[src/rtl/serdes_align_ctrl.sv]
// Per-lane word-alignment controller for a 1:10 DDR deserializer: holds it in reset, then bitslips until Q matches PATTERN.
// Optional `define ALIGN_RELOCK_EN adds a miss counter in S_LOCKED that re-enters the slip search after MISS_LIMIT misses.
module serdes_align_ctrl #(
    parameter logic [9:0] PATTERN    = 10'b1111100000,
    parameter int         RST_CYC    = 8,
    parameter int         SETTLE_CYC = 4,
    parameter int         VERIFY_CNT = 16,
    parameter int         MISS_LIMIT = 4
) (
    input  logic       clkdiv_i,
    input  logic       rst_n_i,
    input  logic       start_i,
    input  logic [9:0] q_i,
    output logic       serdes_rst_o,
    output logic       bitslip_o,
    output logic       locked_o,
    output logic       fail_o,
    output logic [3:0] slip_cnt_o
);

    localparam int CNT_MAX = (RST_CYC > SETTLE_CYC) ? RST_CYC : SETTLE_CYC;
    localparam int CW      = $clog2(CNT_MAX + 1);
    localparam int MW      = $clog2(VERIFY_CNT + 1);
    localparam logic [3:0] SLIP_MAX = 4'd10;

    generate
        if (SETTLE_CYC < 1 || VERIFY_CNT < 1 || MISS_LIMIT < 1 || RST_CYC < 1) begin : g_param_err
            $error("serdes_align_ctrl: RST_CYC, SETTLE_CYC, VERIFY_CNT and MISS_LIMIT must be >= 1");
        end
    endgenerate

    typedef enum logic [2:0] {
        S_RST,
        S_SETTLE,
        S_VERIFY,
        S_SLIP,
        S_LOCKED,
        S_FAIL
    } state_e;

    state_e         state_q, state_d;
    logic [CW-1:0]  cnt_q, cnt_d;
    logic [MW-1:0]  match_q, match_d;
    logic [3:0]     slip_q, slip_d;
    logic           serdes_rst_q, bitslip_q, locked_q, fail_q;
    logic           word_match;

`ifdef ALIGN_RELOCK_EN
    localparam int XW = $clog2(MISS_LIMIT + 1);
    logic [XW-1:0]  miss_q, miss_d;
`endif

    assign word_match = (q_i == PATTERN);

    always_comb begin
        state_d = state_q;
        cnt_d   = cnt_q;
        match_d = match_q;
        slip_d  = slip_q;
`ifdef ALIGN_RELOCK_EN
        miss_d  = miss_q;
`endif
        case (state_q)
            S_RST: begin
                if (cnt_q == CW'(RST_CYC)) begin
                    state_d = S_SETTLE;
                    cnt_d   = '0;
                    slip_d  = '0;
                end else begin
                    cnt_d = cnt_q + 1'b1;
                end
            end
            S_SETTLE: begin
                if (cnt_q == CW'(SETTLE_CYC - 1)) begin
                    state_d = S_VERIFY;
                    cnt_d   = '0;
                    match_d = '0;
                end else begin
                    cnt_d = cnt_q + 1'b1;
                end
            end
            S_VERIFY: begin
                if (word_match) begin
                    if (match_q == MW'(VERIFY_CNT - 1)) begin
                        state_d = S_LOCKED;
`ifdef ALIGN_RELOCK_EN
                        miss_d  = '0;
`endif
                    end else begin
                        match_d = match_q + 1'b1;
                    end
                end else if (slip_q >= SLIP_MAX) begin
                    state_d = S_FAIL;
                end else begin
                    // The slip counter advances together with the BITSLIP pulse.
                    state_d = S_SLIP;
                    slip_d  = slip_q + 4'd1;
                end
            end
            S_SLIP: begin
                state_d = S_SETTLE;
                cnt_d   = '0;
            end
            S_LOCKED: begin
`ifdef ALIGN_RELOCK_EN
                if (word_match) begin
                    miss_d = '0;
                end else if (miss_q == XW'(MISS_LIMIT - 1)) begin
                    // Fresh search: the count restarts, and this slip is the first of it.
                    state_d = S_SLIP;
                    slip_d  = 4'd1;
                    miss_d  = '0;
                end else begin
                    miss_d = miss_q + 1'b1;
                end
`endif
            end
            S_FAIL: begin
                state_d = S_FAIL;
            end
            default: begin
                state_d = S_RST;
                cnt_d   = '0;
            end
        endcase

        if (start_i) begin
            state_d = S_RST;
            cnt_d   = '0;
            match_d = '0;
            slip_d  = '0;
`ifdef ALIGN_RELOCK_EN
            miss_d  = '0;
`endif
        end
    end

    // Outputs are decoded from the next state so they are registered and line up with the state register.
    always_ff @(posedge clkdiv_i or negedge rst_n_i) begin
        if (!rst_n_i) begin
            state_q      <= S_RST;
            cnt_q        <= '0;
            match_q      <= '0;
            slip_q       <= '0;
            serdes_rst_q <= 1'b1;
            bitslip_q    <= 1'b0;
            locked_q     <= 1'b0;
            fail_q       <= 1'b0;
        end else begin
            state_q      <= state_d;
            cnt_q        <= cnt_d;
            match_q      <= match_d;
            slip_q       <= slip_d;
            serdes_rst_q <= (state_d == S_RST);
            bitslip_q    <= (state_d == S_SLIP);
            locked_q     <= (state_d == S_LOCKED);
            fail_q       <= (state_d == S_FAIL);
        end
    end

`ifdef ALIGN_RELOCK_EN
    always_ff @(posedge clkdiv_i or negedge rst_n_i) begin
        if (!rst_n_i) begin
            miss_q <= '0;
        end else begin
            miss_q <= miss_d;
        end
    end
`endif

    assign serdes_rst_o = serdes_rst_q;
    assign bitslip_o    = bitslip_q;
    assign locked_o     = locked_q;
    assign fail_o       = fail_q;
    assign slip_cnt_o   = slip_q;

endmodule

[config.mk]
export PLATFORM = sky130hd
export DESIGN_NAME = serdes_align_ctrl
export DESIGN_NICKNAME = d
export VERILOG_FILES = /design/src/rtl/serdes_align_ctrl.sv
export SDC_FILE = /design/constraint.sdc
export NUM_CORES = 1
export LEC_CHECK = 0
export CELL_PAD_IN_SITES_DETAIL_PLACEMENT = 0
export CELL_PAD_IN_SITES_GLOBAL_PLACEMENT = 1
export CORE_AREA = 2 2 59 61
export CTS_BUF_LIST = sky130_fd_sc_hd__clkbuf_2 sky130_fd_sc_hd__clkbuf_4 sky130_fd_sc_hd__clkbuf_8
export DETAILED_ROUTE_END_ITERATION = 6
export DIE_AREA = 0 0 61 63
export DONT_BUFFER_PORTS = 1
export MAX_ROUTING_LAYER = met4
export PLACE_DENSITY_LB_ADDON = 0.1
export SKIP_LAST_GASP = 1
export SLEW_MARGIN = 40
export SYNTH_ARGS = -nofsm -noshare
export SYNTH_HDL_FRONTEND = slang
export SYNTH_SLANG_ARGS = --single-unit
export TNS_END_PERCENT = 30
[constraint.sdc]
create_clock -name clkdiv_i -period 2.8 [get_ports clkdiv_i]
set_input_delay 0 -clock clkdiv_i [delete_from_list [all_inputs] [get_ports clkdiv_i]]
set_output_delay 0 -clock clkdiv_i [all_outputs]
set_load 0.005 [all_outputs]
Word level (Yosys, flattened, before mapping)
Index checks and enable logic that the tools add are counted.

storage, ports and cells
  register bits after elaboration = 20
  output and inout bits = 8
  word-level logic and storage cells = 59

operators by class
  multiplexer cells = 21
  order comparisons = 1
  reduce and logical (&&, ||, !) cells = 7
  $add $sub $neg = 3
  eq/ne operators = 19

operators with widths
  kind                    number
  $mux W4                 7
  $mux W5                 4
  $mux W3                 6
  $ne A3 B3 Y1 const B    6
  $pmux W3 S6             1
  $eq A3 B3 Y1 const B    4
  $pmux W4 S3             1
  $eq A10 B10 Y1 const B  1
  $pmux W5 S2             1
  $eq A3 B2 Y1 const B    3
  $add A4 B1 Y4 const B   2
  $pmux W4 S2             1
  $reduce_and A4 Y1       2
  $logic_not A3 Y1        2
  $reduce_bool A3 Y1      2
  $add A5 B1 Y5 const B   1
  $eq A5 B4 Y1 const B    1
  $eq A4 B2 Y1 const B    1
  $eq A4 B4 Y1 const B    1
  $ge A4 B4 Y1 const B    1
  $eq A3 B1 Y1 const B    1
  $reduce_or A3 Y1        1
  $ne A2 B1 Y1 const B    1

Longest topological paths before layout
Gate-level depths: netlist of run 1.

  word-level depth = 6
  mapped depth = 8
  depth with buffers taken out = 8

Worst setup path after synthesis of run 1
Ideal clock, no wire load.

  path kind = flip-flop to flip-flop
  start point = register match_q[0] (netlist name)
  end point = register slip_q[0], in the netlist slip_cnt_o[0]
  cell stages (with the launch flop) = 9
  slack = 0.635 ns
  period minus slack after synthesis = 2.165 ns
  path buffers = 0
  required time = 2.675 ns
  arrival time = 2.040 ns
  setup time = 0.125 ns
  path through = dfrtp_1 ha_1 and3_1 ha_1 inv_1 or4_1 a31o_1 and2_4 mux2_2

RTL lines
  element               RTL line  source
  end signal, assigned  153       slip_q <= slip_d;
  end, declared         44        logic [3:0] slip_q, slip_d;

==> results of run 1 <==
per-stage QoR:
step,power [mW],instance area [um2],utilization [%],instances,hold slack (ns)
after CTS,0.581,1280,39.8,167,0.0738
after detailed placement,0.328,1210,37.5,161,-0.295
final,0.571,1300,40.1,168,0.0784
after global routing,0.600,1300,40.1,168,0.0958
after floorplan,0.323,1150,-,116,-0.296
after global placement,0.328,1210,37.5,161,-0.295
power groups by stage:
stage	Clock [mW]	Combinational (mW)	Sequential (mW)
after global placement	0	0.0253	0.303
after floorplan	0	0.0212	0.302
after CTS	0.248	0.0352	0.298
after detailed placement	0	0.0250	0.303
after global routing	0.261	0.0407	0.298
final	0.239	0.0352	0.298
layer usage:
layer / GRT usage [%] / share of wire [%]
met5: - / 0
met4: 4.89 / 0.85
met3: 2.48 / 3.0
met2: 21.5 / 45
met1: 21.6 / 51
cell usage after synthesis, types with 2 or more instances:
cell type / instances
a21o_1: 2
a21oi_1: 8
a22o_1: 3
and3_1: 3
clkbuf_1: 2
dfrtp_1: 19
ha_1: 6
inv_1: 7
mux2_2: 4
nand2_1: 8
nand2b_1: 4
nand3_1: 4
nand3b_1: 3
nor2_1: 7
nor3_1: 2
nor4_1: 2
o311ai_0: 3
o31ai_1: 3
or2_2: 2
or3_1: 2
xor2_1: 3
cell type report:
class                   instances  area (um2)
clock buffers                   3        22.5
clock inverters                 1        30.0
fillers                       327        1940
inverters                       7        26.3
multi-input cells              86         618
flip-flops and latches         20         502
well taps                      46        57.6
repair buffers                  5        40.0
cell usage in the layout, fill, tap and decap left out, drive strengths merged, types with 2 or more instances in the layout:
master and instances:
a21o 2, a21oi 8, a22o 3, and2 2
and3 3, buf 3, clkbuf 3, dfrtp 19
dlygate4sd3 2, ha 6, inv 7, mux2 4
nand2 8, nand2b 4, nand3 4, nand3b 3
nor2 7, nor3 2, nor4 3, o311ai 3
o31ai 3, or2 2, or3 2, or4 2
xor2 3
worst max-delay path, delay by kind of cell (launching register included):
family,cells,cell delay (ns)
buf+inv,1,0.04
simple gates,3,0.83
mux,1,0.25
flops,1,0.42
fa+ha+maj,2,0.36
compound gates,1,0.28
cells by family (layout without fill, tap and decap cells):
logic type,Yosys count,count (layout)
xor+xnor,3,3
compound gates,26,26
simple gates,46,46
fa+ha+maj,6,6
buf+inv,10,16
mux,5,5
flops,20,20
how the worst min path moves through the flow:
| stage | start | endpoint | slack [ns] | cells past startpoint |
|---|---|---|---|---|
| 2_1_floorplan | rst_n_i | bitslip_o | -0.30 | 0 |
| 3_5_place_dp | rst_n_i | bitslip_o | -0.30 | 0 |
| 4_1_cts | q_i[2] | match_q[1] | 0.07 | 4 |
| 5_1_grt | q_i[2] | match_q[1] | 0.1 | 4 |
| 6_report | q_i[2] | match_q[1] | 0.08 | 4 |
| 3_3_place_gp | rst_n_i | slip_cnt_o[0] | -0.30 | 0 |
flip-flops by register name, summed over array words and instances (netlist names):
signal / count
match_q: 5
fail_o: 1
state_q: 3
cnt_q: 4
bitslip_o: 1
locked_o: 1
serdes_rst_o: 1
slip_cnt_o: 4
==> results by group, run 1 <==
Pwr
  • Combinational Power Share: 6.2%
  • Seq pwr share: 52.1%
  • Cell leakage power: 0.617 nW
  • Clk pwr share: 41.8%
  • Power Internal: 0.451 mW
  • Worst VDD drop: 210 uV
  • Switching share of power: 21.0%
  • P_sw: 0.120 mW
  • Pwr/cell area: 441 nW/um2

CTS
  • H-tree depth: 1
  • CTS sink cnt: 20
  • Buffer count from post-CTS setup fixing: 0
  • CTS tree: done
  • Post-CTS Hold Buffers: 2
  • Worst-path clk slew: 0.12 ns
  • CTS buffer count: 3
  • Root Driver: clkbuf_4
  • Clock latency on the worst-skew pair: 0.30 ns
  • Maximum buffer depth of the clock tree: 2
  • Cts repair resizes: 0

Setup path
  • CP max-delay cell: or4_1
  • Largest stage delay, worst path: 0.53 ns
  • Worst path required time: 3.01 ns
  • CP most frequent cell: ha_1
  • CP endpoint kind: flop
  • FF-to-FF End: slip_cnt_o[0]
  • Crit Reg-Reg Startpoint: match_q[0]
  • Startpoint types: flop
  • Critical path, cell by cell: ha_1 -> and3_1 -> ha_1 -> inv_1 -> or4_1 -> a31o_1 -> and2_4 -> mux2_2
  • R2r worst-path depth: 8
  • Critical path type: flop to flop
  • End of the critical path: slip_cnt_o[0]
  • R2R setup slack: 0.53 ns
  • Arrival time worst endpoint: 2.48 ns
  • CP max FO: 4
  • Worst Setup SP: match_q[0]

Timing
  • FMAX: 0.440 GHz
  • Post-layout min period: 2.27 ns
  • Max-slew violations: 0
  • Clock Skews: 0.00613 ns
  • # setup viols final: 0
  • Final worst setup slack: 0.528 ns
  • Worst slew pin tran: 0.603 ns
  • Total negative slack: 0 ns
  • Final Cycle Share: 81.1%
  • Hold Fails Final Rpt: 0
  • Worst rel slew slack: 59.6%
  • RSZ-0062 raised after global routing: false

Floorplan
  • Area of the die: 3840 um2
  • Starting Density: 35.7%
  • Core ar.: 3230 um2
  • I/O pin total: 21
  • Row count: 21
  • Chip Height: 63 um
  • Die span in x: 61 um

Synthesis
  • FF+latch count, synth: 20
  • Number of synthesized flops with an enable pin: 0
  • Synthesized area: 1150 um2
  • Share of the synthesized area in the top cell type: 41.3%
  • Largest family of logic cells by synthesized area: simple AND/OR/NAND/NOR gates
  • Post-synth top area cell: dfrtp_1
  • Complex-gate fraction of the synthesized area: 16.1%
  • Synth Area in Adders: 6.51%
  • Cells after synthesis: 116
  • Post-synth top flop: dfrtp_1
  • Synth cell types: 40
  • Net Count, Synth: 135
  • Asr flop ratio synth: 100%
  • Post-synthesis mux area share: 4.78%
  • Syn avg cell area: 9.93 um2
  • Post-synthesis xor/xnor area fraction: 2.28%
  • Yosys Warn Count: 0
  • Synth area leaders: dfrtp_1, ha_1, mux2_2
  • Sequential area share after synthesis: 43.5%
  • Synth Area in Simple Gates: 23.5%

Drt
  • WL final: 2480 um
  • Drt wl/cell: 14.8 um
  • DRC: 0
  • Starting DRT DRC Count: 25
  • Pre-Repair DR Iteration Count: 4
  • Vias/cell: 5.23
  • Post-route ant nets: 0
  • Via Count: 878

GRT
  • Largest net degree at the start of global routing: 21
  • Grt total ovfl: 0
  • Initial antenna violation count: 0
  • Vias in the first global route: 902
  • First-pass GRT wire length: 4290 um
  • All-Layer GR Usage: 15.1%

Placed design
  • I/O Buffers: 0
  • Pre-CTS WS: 0.532 ns
  • Post-DP HPWL: 1840 um
  • Gpl congestion: 0.791

Outcome
  • Status: complete, no violations

Flow run
  • Max-Cap Viols: 0

Cells and area
  • Final nets: 142
  • Share of layout cells above drive strength 1: 15.6%
  • Antenna diodes: 0
  • Synth-to-Final Area Change: 12.5%

Hold path
  • Worst Hold Class: input port to flop
No activity file was read; power rests on OpenSTA's default activity.
==> run 2, diff against run 1 <==
==> constraint.sdc (replaced) <==
create_clock -name clkdiv_i -period 2.3 [get_ports clkdiv_i]
set_input_delay 0 -clock clkdiv_i [delete_from_list [all_inputs] [get_ports clkdiv_i]]
set_output_delay 0 -clock clkdiv_i [all_outputs]
set_load 0.005 [all_outputs]
==> run 2 against run 1 <==
Effect of this change: first-iteration DRC count shrank 44%; sequential share of layout area shrank 1.3 points; global-route usage is 0.54 points higher; via count grew 4.0%; non-clock buffer count is 6 higher; critical path depth unchanged; critical path type unchanged.
==> results by group, run 2 (synthesis gave the netlist of run 1 again) <==
Cells and area
  • Max reg flops: 5 (unchanged)
  • Antenna diodes: 0 (unchanged)
  • Biggest register: match_q (unchanged)
  • Commonest non-fill, non-tap cells in the layout: dfrtp_1, a21oi_1, nand2_1, buf_4 (was dfrtp_1, a21oi_1, nand2_1)
  • FILL cells: 321 (was 327)
  • Commonest non-fill, non-tap cell in the layout: dfrtp_1 (unchanged)
  • Synth-to-Final Area Change: 16.4% (was 12.5%)
  • Final Cell Area: 1340 um2 (was 1300 um2)
  • Post-Layout Cell Count: 174 (was 168)
  • Final Util: 41.5% (was 40.1%)
  • Share of layout cells above drive strength 1: 20.3% (was 15.6%)
  • Final nets: 148 (was 142)

CTS
  • Clock latency on the worst-skew pair: 0.31 ns (was 0.30 ns)
  • CTS sink cnt: 20 (unchanged)
  • Maximum buffer depth of the clock tree: 2 (unchanged)
  • Worst-path clk slew: 0.13 ns (was 0.12 ns)
  • Buffer count from post-CTS setup fixing: 0 (unchanged)
  • Root Driver: clkbuf_4 (unchanged)
  • CTS buffer count: 3 (unchanged)
  • CTS tree: done (unchanged)
  • H-tree depth: 1 (unchanged)

GRT
  • All-Layer GR Usage: 15.6% (was 15.1%)
  • Grt total ovfl: 0 (unchanged)
  • Vias in the first global route: 934 (was 902)
  • Largest net degree at the start of global routing: 21 (unchanged)
  • First-pass GRT wire length: 4460 um (was 4290 um)
  • Initial antenna violation count: 0 (unchanged)

Timing
  • Post-layout min period: 2.22 ns (was 2.27 ns)
  • Final worst setup slack: 0.0847 ns (was 0.528 ns)
  • Final Cycle Share: 96.3% (was 81.1%)
  • Total negative slack: 0 ns (unchanged)
  • Worst rel slew slack: 69.0% (was 59.6%)
  • Clock Skews: 0.00587 ns (was 0.00613 ns)
  • Worst slew pin tran: 0.465 ns (was 0.603 ns)
  • Min Hold Slack: 0.153 ns (was 0.0784 ns)
  • # setup viols final: 0 (unchanged)
  • Hold Fails Final Rpt: 0 (unchanged)
  • RSZ-0062 raised after global routing: false (unchanged)
  • Max-slew violations: 0 (unchanged)
  • FMAX: 0.451 GHz (was 0.440 GHz)

Setup path
  • Critical path type: flop to flop (unchanged)
  • CP max-delay cell: or4_4 (was or4_1)
  • Critical path, cell by cell: ha_1 -> and3_1 -> ha_2 -> inv_1 -> or4_4 -> a31o_1 -> and2_4 -> mux2_2 (was ha_1 -> and3_1 -> ha_1 -> inv_1 -> or4_1 -> a31o_1 -> and2_4 -> mux2_2)
  • CP max FO: 4 (unchanged)
  • Arrival time worst endpoint: 2.43 ns (was 2.48 ns)
  • CP endpoint kind: flop (unchanged)
  • Startpoint types: flop (unchanged)
  • Worst path required time: 2.51 ns (was 3.01 ns)
  • Largest stage delay, worst path: 0.52 ns (was 0.53 ns)

Pwr
  • Total power: 0.703 mW (was 0.571 mW)
  • Cell leakage power: 0.648 nW (was 0.617 nW)
  • P_sw: 0.152 mW (was 0.120 mW)
  • Power Internal: 0.550 mW (was 0.451 mW)
  • Combinational Power Share: 6.3% (was 6.2%)
  • Switching share of power: 21.7% (was 21.0%)
  • Pwr/cell area: 524 nW/um2 (was 441 nW/um2)
  • Clk pwr share: 42.1% (was 41.8%)
  • Seq pwr share: 51.6% (was 52.1%)
  • Worst VDD drop: 440 uV (was 210 uV)

Placed design
  • Pre-CTS WS: 0.0792 ns (was 0.532 ns)
  • I/O Buffers: 0 (unchanged)
  • Post-DP HPWL: 1890 um (was 1840 um)
  • Placed cell areas: 1260 um2 (was 1210 um2)
  • Placed cells: 167 (was 161)
  • Gpl congestion: 0.738 (was 0.791)

Floorplan
  • Core ar.: 3230 um2 (unchanged)
  • Chip Height: 63 um (unchanged)
  • Die span in x: 61 um (unchanged)
  • Area of the die: 3840 um2 (unchanged)
  • Starting Density: 35.7% (unchanged)
  • Row count: 21 (unchanged)
  • I/O pin total: 21 (unchanged)

Hold path
  • Worst Hold Class: input port to async pin (was input port to flop)

Drt
  • Pre-Repair DR Iteration Count: 4 (unchanged)
  • Vias/cell: 5.25 (was 5.23)
  • WL final: 2590 um (was 2480 um)
  • Starting DRT DRC Count: 14 (was 25)
  • Via Count: 913 (was 878)
  • Post-route ant nets: 0 (unchanged)
  • Drt wl/cell: 14.9 um (was 14.8 um)
  • DRC: 0 (unchanged)

Outcome
  • Status: complete, no violations (unchanged)

Flow run
  • Max-Cap Viols: 0 (unchanged)
[run 2: cell count changes in the layout (fill, tap and decap cells not counted)]
cell / previous run / this run
nor4_1: 1 / 2
ha_2: 0 / 1
or4_1: 1 / 0
or4_4: 1 / 2
ha_1: 6 / 5
buf_4: 2 / 8
nor4_2: 2 / 1
[run 2: final timing paths]
path | startpoint | end | slack [ns] | cells past startpoint
max | match_q[1] | slip_cnt_o[0] | 0.08 | 8
min | rst_n_i | slip_cnt_o[1] | 0.15 | 2
max reg2reg | match_q[1] | slip_cnt_o[0] | 0.08 | 8
min reg2reg | match_q[1] | match_q[1] | 0.56 | 2
max in group asynchronous | rst_n_i | serdes_rst_o | 1.80 | 2
min in group clkdiv_i | q_i[2] | match_q[1] | 0.17 | 5
[run 2: critical path: cells and delay by family, from the launching register on]
family          cells  cell delay, ns
flops               1            0.38
compound gates      1            0.26
simple gates        3            0.83
fa+ha+maj           2            0.34
buf+inv             1            0.04
mux                 1            0.25
[run 2: area by class of cell]
class                      count  area, um2  area share [%]
clock buffer                   3       22.5            1.68
multi-input combinational     86        618            46.1
tap                           46       57.6            4.29
sequential                    20        502            37.4
inverter                       7       26.3            1.96
clock inverter                 1       30.0            2.24
timing repair buffer          11       85.1            6.34
[run 2: power groups by stage]
stage / clock (mW) / combinational, mW / sequential, mW
final: 0.296 / 0.0443 / 0.362
after global routing: 0.325 / 0.0511 / 0.364
after CTS: 0.309 / 0.0446 / 0.362
after detailed placement: 0 / 0.0321 / 0.369
after global placement: 0 / 0.0322 / 0.369
after floorplan: 0 / 0.0258 / 0.368
[run 2: repair_timing]
action / CTS / global route
setup endpoints to repair: 0 / 1
resized for setup: 0 / 2
hold buffers: 2 / 1
hold endpoints to repair: 35 / 20
[run 2: per-layer routing]
metal	track usage [%]	wire (um)	vias up
li1	-	-	450
met1	21.9	1310	449
met2	23.3	1190	12
met3	3.73	69	2
met4	2.45	21	0
met5	-	0	-
==> run 3, diff against run 2 <==
--- a/config.mk
+++ b/config.mk
@@ -5,7 +5,7 @@
 export SDC_FILE = /design/constraint.sdc
 export NUM_CORES = 1
 export LEC_CHECK = 0
-export CELL_PAD_IN_SITES_DETAIL_PLACEMENT = 0
+export CELL_PAD_IN_SITES_DETAIL_PLACEMENT = 1
 export CELL_PAD_IN_SITES_GLOBAL_PLACEMENT = 1
 export CORE_AREA = 2 2 59 61
 export CTS_BUF_LIST = sky130_fd_sc_hd__clkbuf_2 sky130_fd_sc_hd__clkbuf_4 sky130_fd_sc_hd__clkbuf_8
==> constraint.sdc (replaced) <==
create_clock -name clkdiv_i -period 2.4 [get_ports clkdiv_i]
set_input_delay 0 -clock clkdiv_i [delete_from_list [all_inputs] [get_ports clkdiv_i]]
set_output_delay 0 -clock clkdiv_i [all_outputs]
set_load 0.005 [all_outputs]
==> run 3 against run 2 <==
Effect of this change: utilization is 0.89 points lower; wire length is 8.0% higher; hold slack lost 0.14 ns; final area shrank 2.1%; power fell by 19%; clock skew up 0.025 ns; highest routed layer unchanged.
==> results by group, run 3 (synthesis gave the netlist of run 1 again) <==
Outcome
  • Status: complete, no violations (unchanged)

Cells and area
  • Synth-to-Final Area Change: 13.9% (was 16.4%)
  • FILL cells: 382 (was 321)
  • Max reg flops: 5 (unchanged)
  • Share of layout cells above drive strength 1: 18.8% (was 20.3%)
  • Final nets: 148 (unchanged)
  • Commonest non-fill, non-tap cells in the layout: dfrtp_1, a21oi_1, nand2_1, buf_4 (unchanged)
  • Antenna diodes: 0 (unchanged)
  • Post-Layout Cell Count: 174 (unchanged)
  • Commonest non-fill, non-tap cell in the layout: dfrtp_1 (unchanged)
  • Biggest register: match_q (unchanged)

GRT
  • Grt total ovfl: 0 (unchanged)
  • Met1 usage: 23.5% (was 21.9%)
  • Vias in the first global route: 957 (was 934)
  • First-pass GRT wire length: 4800 um (was 4460 um)
  • Met2 usage: 24.7% (was 23.3%)
  • Initial antenna violation count: 0 (unchanged)
  • All-Layer GR Usage: 17.0% (was 15.6%)
  • GRT Max-Usage Layer: met2 (unchanged)
  • Met3 usage: 4.97% (was 3.73%)
  • Largest net degree at the start of global routing: 21 (unchanged)

CTS
  • CTS buffer count: 3 (unchanged)
  • H-tree depth: 1 (unchanged)
  • Cts repair resizes: 0 (unchanged)
  • Maximum buffer depth of the clock tree: 2 (unchanged)
  • Clock latency on the worst-skew pair: 0.31 ns (about the same)
  • CTS sink cnt: 20 (unchanged)
  • CTS tree: done (unchanged)
  • Root Driver: clkbuf_4 (unchanged)
  • Worst-path clk slew: 0.13 ns (about the same)

Setup path
  • Critical path type: flop to flop (unchanged)
  • CP max FO: 4 (unchanged)
  • Worst path required time: 2.58 ns (was 2.51 ns)
  • CP endpoint kind: flop (unchanged)
  • Startpoint types: flop (unchanged)
  • Arrival time worst endpoint: 2.45 ns (was 2.43 ns)

Timing
  • # setup viols final: 0 (unchanged)
  • RSZ-0062 raised after global routing: false (unchanged)
  • Final Cycle Share: 94.8% (was 96.3%)
  • Hold Fails Final Rpt: 0 (unchanged)
  • Final worst setup slack: 0.125 ns (was 0.0847 ns)
  • Worst slew pin tran: 0.449 ns (was 0.465 ns)
  • FMAX: 0.440 GHz (was 0.451 GHz)
  • Post-layout min period: 2.27 ns (was 2.22 ns)
  • Total negative slack: 0 ns (unchanged)
  • Clock Skews: 0.0307 ns (was 0.00587 ns)
  • Max-slew violations: 0 (unchanged)
  • Worst rel slew slack: 70.1% (was 69.0%)

Placed design
  • Gpl congestion: 0.773 (was 0.738)
  • I/O Buffers: 0 (unchanged)
  • Placed cells: 166 (was 167)
  • Pre-CTS WS: 0.128 ns (was 0.0792 ns)
  • Post-DP HPWL: 2070 um (was 1890 um)

Pwr
  • Power Internal: 0.435 mW (was 0.550 mW)
  • Total power: 0.570 mW (was 0.703 mW)
  • Combinational Power Share: 7.6% (was 6.3%)
  • P_sw: 0.135 mW (was 0.152 mW)
  • Worst VDD drop: 181 uV (was 440 uV)
  • Clk pwr share: 31.5% (was 42.1%)
  • Cell leakage power: 0.638 nW (was 0.648 nW)
  • Pwr/cell area: 434 nW/um2 (was 524 nW/um2)
  • Seq pwr share: 60.9% (was 51.6%)
  • Switching share of power: 23.7% (was 21.7%)

Hold path
  • Worst Hold Class: input port to flop (was input port to async pin)

Drt
  • DRC: 0 (unchanged)
  • Drt wl/cell: 16.1 um (was 14.9 um)
  • Vias/cell: 5.33 (was 5.25)
  • WL final: 2800 um (was 2590 um)
  • Post-route ant nets: 0 (unchanged)
  • Starting DRT DRC Count: 13 (was 14)
  • Pre-Repair DR Iteration Count: 4 (unchanged)
  • Via Count: 927 (was 913)

Floorplan
  • Core ar.: 3230 um2 (unchanged)
  • Row count: 21 (unchanged)
  • I/O pin total: 21 (unchanged)
  • Area of the die: 3840 um2 (unchanged)
  • Starting Density: 35.7% (unchanged)
  • Chip Height: 63 um (unchanged)
  • Die span in x: 61 um (unchanged)

Flow run
  • Max-Cap Viols: 0 (unchanged)
[run 3: layout make-up]
| cell class | count | area, um2 | area share [%] |
|---|---|---|---|
| multi-input cells | 86 | 612 | 46.6 |
| inverters | 7 | 26.3 | 2.00 |
| repair buffers | 11 | 85.1 | 6.48 |
| well taps | 46 | 57.6 | 4.39 |
| clock buffers | 4 | 30.0 | 2.29 |
| flip-flops and latches | 20 | 502 | 38.2 |
[run 3: critical path: stages (launching register included)]
cell     delay (ns)
dfrtp_1        0.39
ha_1           0.16
and3_1         0.15
ha_1           0.17
inv_1          0.04
or4_1          0.54
a31o_1         0.28
and2_4         0.16
mux2_2         0.25
[run 3: repair_timing]
action                     in CTS  in global routing
setup buffers                   0                  1
hold endpoints to repair       35                 19
setup endpoints to repair       0                  1
hold buffers                    2                  1
[run 3: layer usage]
| metal | part of all wire, % | wire length (um) |
|---|---|---|
| met2 | 47 | 1320 |
| met1 | 49 | 1370 |
| met5 | 0 | 0 |
| met3 | 3.2 | 89 |
| met4 | 0.75 | 21 |
[run 3: power groups by stage]
stage	Combinational, mW	Sequential (mW)	Clock, mW
6_report	0.0433	0.347	0.180
5_1_grt	0.0488	0.349	0.202
4_1_cts	0.0436	0.347	0.187
3_5_place_dp	0.0319	0.354	0
3_3_place_gp	0.0311	0.354	0
2_1_floorplan	0.0247	0.352	0
[run 3: worst paths after layout]
path	from	endpoint	slack, ns	cells past startpoint
max in group asynchronous	rst_n_i	serdes_rst_o	1.85	2
min	start_i	cnt_q[2]	0.01	4
max reg2reg	match_q[0]	slip_cnt_o[0]	0.13	8
max	match_q[0]	slip_cnt_o[0]	0.13	8
min in group asynchronous	rst_n_i	slip_cnt_o[3]	0.17	2
min reg2reg	match_q[1]	match_q[1]	0.56	2
[run 3: metrics by stage]
stage | hold WS (ns) | area (um2) | utilization (%)
floorplan | -0.296 | 1150 | -
global placement | -0.295 | 1250 | 38.7
CTS | 0.00458 | 1300 | 40.2
global route | 0.0145 | 1310 | 40.6
finish | 0.0120 | 1310 | 40.6
detailed placement | -0.295 | 1250 | 38.7
